<file path="config.mk">
export PLATFORM = sky130hd
export DESIGN_NAME = ram_fifo_ctrl
export DESIGN_NICKNAME = d
export VERILOG_FILES = /design/src/rtl/ram_fifo_pkg.sv /design/src/rtl/ram_fifo_ptr.sv /design/src/rtl/ram_fifo_ctrl.sv
export SDC_FILE = /design/constraint.sdc
export NUM_CORES = 1
export LEC_CHECK = 0
export CORE_ASPECT_RATIO = 1.1
export CORE_MARGIN = 2
export CORE_UTILIZATION = 37
export CTS_CLUSTER_SIZE = 25
export DETAILED_ROUTE_END_ITERATION = 7
export GPL_TIMING_DRIVEN = 0
export PLACE_DENSITY_LB_ADDON = 0.12
export RECOVER_POWER = 25
export SYNTH_ARGS = -nofsm -noshare
export SYNTH_HDL_FRONTEND = slang
export SYNTH_SLANG_ARGS = --single-unit
</file>
<file path="constraint.sdc">
create_clock -name clk -period 3.5 [get_ports clk]
set_clock_uncertainty 0.05 [all_clocks]
set_input_delay 0.35 -clock clk [delete_from_list [all_inputs] [get_ports clk]]
set_output_delay 0.35 -clock clk [all_outputs]
set_load 0.005 [all_outputs]
</file>
<file path="src/rtl/ram_fifo_pkg.sv">
// Shared defaults for the RAM-backed FIFO controller.
package ram_fifo_pkg;
   localparam int RAM_FIFO_DATA_W = 8;
   localparam int RAM_FIFO_ADDR_W = 6;
   localparam int RAM_FIFO_DEPTH  = 1 << RAM_FIFO_ADDR_W;
   localparam int RAM_FIFO_AF_LEVEL = 56;
endpackage

</file>
<file path="src/rtl/ram_fifo_ptr.sv">
// Wrapping ADDR_W-bit FIFO pointer with increment and synchronous clear.
module ram_fifo_ptr #(
   parameter int ADDR_W = 6
) (
   input  logic              clk,
   input  logic              rst,
   input  logic              i_inc,
   input  logic              i_clr,
   output logic [ADDR_W-1:0] o_ptr
);
   logic [ADDR_W-1:0] r_ptr;

   // Wrap from DEPTH-1 to 0 comes from the natural ADDR_W-bit overflow.
   always_ff @(posedge clk or posedge rst) begin
      if (rst)
         r_ptr <= '0;
      else if (i_clr)
         r_ptr <= '0;
      else if (i_inc)
         r_ptr <= r_ptr + ADDR_W'(1);
   end

   assign o_ptr = r_ptr;
endmodule

</file>
<file path="src/rtl/ram_fifo_ctrl.sv">
// FIFO controller driving an external dual-port RAM (port A write, port B read).
// Define RAM_FIFO_ERR_EN to build the sticky overflow/underflow flags.
module ram_fifo_ctrl
   import ram_fifo_pkg::*;
#(
   parameter int DATA_W   = RAM_FIFO_DATA_W,
   parameter int ADDR_W   = RAM_FIFO_ADDR_W,
   parameter int AF_LEVEL = RAM_FIFO_AF_LEVEL
) (
   input  logic              clk,
   input  logic              rst,
   input  logic              flush,
   input  logic              wr_en,
   input  logic [DATA_W-1:0] wr_data,
   input  logic              rd_en,
   output logic [DATA_W-1:0] rd_data,
   output logic              rd_valid,
   output logic              full,
   output logic              empty,
   output logic              almost_full,
   output logic [ADDR_W:0]   count,
   output logic              overflow,
   output logic              underflow,
   output logic [ADDR_W-1:0] ram_addr_a,
   output logic [DATA_W-1:0] ram_data_a,
   output logic              ram_we_a,
   output logic [ADDR_W-1:0] ram_addr_b,
   output logic              ram_we_b,
   input  logic [DATA_W-1:0] ram_q_b
);
   localparam logic [ADDR_W:0] LP_DEPTH = (ADDR_W+1)'(1) << ADDR_W;
   localparam logic [ADDR_W:0] LP_AF    = (ADDR_W+1)'(AF_LEVEL);

   logic [ADDR_W:0]   r_count;
   logic              r_rd_valid;
   logic              w_push;
   logic              w_pop;
   logic [ADDR_W-1:0] w_wr_ptr;
   logic [ADDR_W-1:0] w_rd_ptr;

   // Flags come from the registered count only, so a same-cycle pop never frees room for a push.
   assign full        = (r_count == LP_DEPTH);
   assign empty       = (r_count == '0);
   assign almost_full = (r_count >= LP_AF);
   assign count       = r_count;

   assign w_push = wr_en & ~full  & ~flush;
   assign w_pop  = rd_en & ~empty & ~flush;

   ram_fifo_ptr #(.ADDR_W(ADDR_W)) u_wr_ptr (
      .clk   (clk),
      .rst   (rst),
      .i_inc (w_push),
      .i_clr (flush),
      .o_ptr (w_wr_ptr)
   );

   ram_fifo_ptr #(.ADDR_W(ADDR_W)) u_rd_ptr (
      .clk   (clk),
      .rst   (rst),
      .i_inc (w_pop),
      .i_clr (flush),
      .o_ptr (w_rd_ptr)
   );

   always_ff @(posedge clk or posedge rst) begin
      if (rst) begin
         r_count    <= '0;
         r_rd_valid <= 1'b0;
      end else if (flush) begin
         r_count    <= '0;
         r_rd_valid <= 1'b0;
      end else begin
         r_rd_valid <= w_pop;
         if (w_push && !w_pop)
            r_count <= r_count + (ADDR_W+1)'(1);
         else if (w_pop && !w_push)
            r_count <= r_count - (ADDR_W+1)'(1);
      end
   end

   // RAM q_b is registered on the pop edge, so it lines up with r_rd_valid.
   assign rd_data    = ram_q_b;
   assign rd_valid   = r_rd_valid;

   assign ram_addr_a = w_wr_ptr;
   assign ram_data_a = wr_data;
   assign ram_we_a   = w_push;
   assign ram_addr_b = w_rd_ptr;
   assign ram_we_b   = 1'b0;

`ifdef RAM_FIFO_ERR_EN
   logic r_overflow;
   logic r_underflow;

   always_ff @(posedge clk or posedge rst) begin
      if (rst) begin
         r_overflow  <= 1'b0;
         r_underflow <= 1'b0;
      end else if (flush) begin
         r_overflow  <= 1'b0;
         r_underflow <= 1'b0;
      end else begin
         if (wr_en && full)
            r_overflow <= 1'b1;
         if (rd_en && empty)
            r_underflow <= 1'b1;
      end
   end

   assign overflow  = r_overflow;
   assign underflow = r_underflow;
`else
   assign overflow  = 1'b0;
   assign underflow = 1'b0;
`endif
endmodule

</file>
==> results.cfg <==
[timing]
setup_total_negative_slack_ns = 0
final-setup-viol-count = 0
timing.final.crit_share_pct = 96.8
final_period_minus_worst_setup_slack_ns = 3.39
final_hold_fails = 0
worst_margin_pin_slew_ns = 0.750
slew_headroom_pct = 49.7
clock.fmax_mhz = 295
timing.hold.ws_ns = 0.514
slew_violations = 0
rsz0062_at_grt = false

[finish]
antenna_cells = 0
seq_area_um2 = 502
areaGrowthSynthToFinish_pct = 45.8
fillers = 328
nNetsFinal = 224
multiInputGateArea_um2 = 699
drive_above_1_share_pct = 19.6
post-route-util_pct = 57.6
final-instance-count-excl-fill = 242

[worst_setup_path]
critical_path.endpoint_type = register
crit_path_start_kind = register
crit_required_ns = 3.66
worstPathCellList = or4_4 > o41ai_4 > nand2_2 > buf_4 > ha_1 > o21ai_1 > o21bai_1 > a21oi_1 > mux2i_1 > mux2_1
path_class = reg -> reg
path_max_fanout = 7
cp_slowest_stage_delay_ns = 0.60
slowest_stage = sky130_fd_sc_hd__or4_4
cp_data_arrival_time_ns = 3.55

[synth]
synthesis.area_um2 = 1340
synth_largest_area_cell = sky130_fd_sc_hd__dfrtp_1
synth-async-reset-ratio_pct = 100
syn-instance-count = 140
synthTopCellsByCount = sky130_fd_sc_hd__dfrtp_1 (20), sky130_fd_sc_hd__buf_4 (19), sky130_fd_sc_hd__nor2_1 (16)
proportion_of_synthesized_chip_area_in_sequential_cells_pct = 37.4
synth_top_area_share_pct = 37.4
most_used_flip_flop_cell_after_synthesis = sky130_fd_sc_hd__dfrtp_1
post-synth-top-count-cell = sky130_fd_sc_hd__dfrtp_1
synthesis.area_per_instance_um2 = 9.55
synth_seq_cells = 20
main_area_contributors_after_synthesis = sky130_fd_sc_hd__dfrtp_1 (37%), sky130_fd_sc_hd__buf_4 (11%), sky130_fd_sc_hd__ha_1 (6.5%), sky130_fd_sc_hd__xor2_1 (6.5%), sky130_fd_sc_hd__nor2_1 (4.5%)
yosys_warnings = 0
synth_enable_flop_cells = 0
netlist-cell-type-count = 39

[run_status]
outcome = completed

[floorplanning]
placeableCoreArea_um2 = 3390
die-width_um = 61.3
core.rowCount = 22
initial_core_util_pct = 39.5
die_area_um2 = 4110
ioPinCount = 64
fp.dieH_um = 67.1

[clocking]
cts_tree = yes
numCtsBuffers = 3
clock_tree.root_cell = sky130_fd_sc_hd__clkbuf_4
insertion_delay_ns = 0.32
clock_edge_transition_at_the_registers_on_the_reported_setup_and_hold_paths_ns = 0.12
htreeDepth = 1
clockBufferDepth = 2
numClockSinks = 20

[place]
place.port_buffers = 44
post-dp-hpwl_mm = 2.42
gp_congestion = 0.866
place.detailed.instances = 234

[power]
cell_internal_power_uw = 725
ir_worst_vdd_v = 0.000341
relative_contribution_of_the_clock_network_to_total_power_pct = 16.7
pwr_density_cell_nw_per_um2 = 591
leakage_nw = 0.869
seq_power_share_pct = 31.2
pwr-share-comb_pct = 52.0
net-switching-power_uw = 428
power.share.switching_pct = 37.1
finalPower_mw = 1.15

[global_route]
grt_pass1_vias = 1103
grt_util_all_layers_pct = 16.5
grt_pass1_wl_mm = 5.02
grt_max_degree = 21
global_route.overflow_total = 0
antenna_found_initial = 0

[route]
drc = 0
avgViaCountPerCell = 4.97
antenna_violating_nets_post_route = 0
wire_per_inst_um = 13.5
drt-initial-drc-count = 25
vias = 1202
drt_first_pass_iters = 4
totalWireLength_mm = 3.26

[flow_run]
timing.max_cap.violations = 0

[min_path]
hold_path_class = reg -> reg
-- registers in the layout, indices dropped and copies added (netlist names) --
register	flops
rd_valid	1
count	7
u_rd_ptr.o_ptr	6
u_wr_ptr.o_ptr	6
-- layer usage --
metal  track usage, %  up-vias  routed length, um
met3             3.88        7                169
met4             6.52        0                 43
li1                 -      577                  -
met2             26.6       36               1650
met1             20.9      582               1400
met5                0        -                  0
-- worst max-delay path, delay by kind of cell, from the launching register on --
kind / cells / cell delay (ns)
AOI/OAI and AO/OA: 4 / 0.87
adders and majority gates: 1 / 0.33
and+or+nand+nor: 2 / 0.78
muxes: 2 / 0.60
DFF: 1 / 0.48
buffers and inverters: 1 / 0.18
-- through the flow --
stage / cell area [um2] / setup WS [ns]
2_1_floorplan: 1350 / 0.243
3_3_place_gp: 1850 / -0.132
3_5_place_dp: 1850 / -0.128
4_1_cts: 1910 / 0.0399
5_1_grt: 1950 / 0.0125
6_report: 1950 / 0.112
-- layout by cell type (no fill, tap or decap), types with 2 or more instances in the layout --
cell	instances
sky130_fd_sc_hd__a21oi_1	4
sky130_fd_sc_hd__clkbuf_1	3
sky130_fd_sc_hd__buf_4	23
sky130_fd_sc_hd__dfrtp_1	19
sky130_fd_sc_hd__nor3_1	2
sky130_fd_sc_hd__xor2_1	10
sky130_fd_sc_hd__nand4_1	4
sky130_fd_sc_hd__nor2_1	16
sky130_fd_sc_hd__inv_1	2
sky130_fd_sc_hd__nand2_1	12
sky130_fd_sc_hd__o21ai_1	2
sky130_fd_sc_hd__o31ai_1	3
sky130_fd_sc_hd__nor4_1	2
sky130_fd_sc_hd__ha_1	7
sky130_fd_sc_hd__a21o_1	3
sky130_fd_sc_hd__clkbuf_4	3
sky130_fd_sc_hd__clkdlybuf4s50_1	43
sky130_fd_sc_hd__xnor2_1	3
sky130_fd_sc_hd__mux2i_1	2
sky130_fd_sc_hd__a31oi_1	2
sky130_fd_sc_hd__and3_1	3
sky130_fd_sc_hd__conb_1	3
-- path summary, 6_finish.rpt --
path,slack [ns],startpoint,endpoint,cells after the start
worst max-delay path,0.11,count[0]$_DFFE_PP0P_,count[6]$_DFFE_PP0P_,10
worst min register to register,0.51,u_rd_ptr.o_ptr[5]$_DFFE_PP0P_,u_rd_ptr.o_ptr[5]$_DFFE_PP0P_,2
worst min-delay path,0.51,u_rd_ptr.o_ptr[5]$_DFFE_PP0P_,u_rd_ptr.o_ptr[5]$_DFFE_PP0P_,2
max in group asynchronous,2.33,rst,count[0]$_DFFE_PP0P_,2
min in group asynchronous,0.55,rst,u_wr_ptr.o_ptr[4]$_DFFE_PP0P_,2
worst max register to register,0.11,count[0]$_DFFE_PP0P_,count[6]$_DFFE_PP0P_,10
-- layout make-up --
| cell class | instances | share of cell area (%) |
|---|---|---|
| sequential | 20 | 25.7 |
| tap | 48 | 3.08 |
| multi-input combinational | 97 | 35.9 |
| clock inverter | 1 | 1.54 |
| inverter | 2 | 0.385 |
| clock buffer | 3 | 1.15 |
| buffer | 23 | 8.15 |
| timing repair buffer | 48 | 24.1 |
-- kinds of logic after synthesis --
| group | synth area share, % |
|---|---|
| xor+xnor | 8.51 |
| flops | 37.4 |
| fa+ha+maj | 8.04 |
| buf+inv | 12.4 |
| mux | 2.34 |
| compound gates | 14.4 |
| other cells | 0.280 |
| simple gates | 16.6 |
-- repair_timing --
| action | 4_1_cts | 5_1_grt |
|---|---|---|
| endpoints found under the setup margin | 1 | 1 |
| hold endpoints to repair | 0 | 0 |
| pin swaps | 0 | 1 |
| gates resized for setup | 2 | 4 |
| buffers inserted | 0 | 4 |
| hold buffers | 0 | 0 |
-- power groups by stage --
stage | registers (mW) | logic, mW | clock network [mW]
finish | 0.360 | 0.600 | 0.193
detailed placement | 0.359 | 0.563 | 0
global placement | 0.355 | 0.551 | 0
floorplan | 0.346 | 0.350 | 0
global route | 0.370 | 0.663 | 0.204
CTS | 0.359 | 0.576 | 0.194
Power figures use the tool's default switching activity.
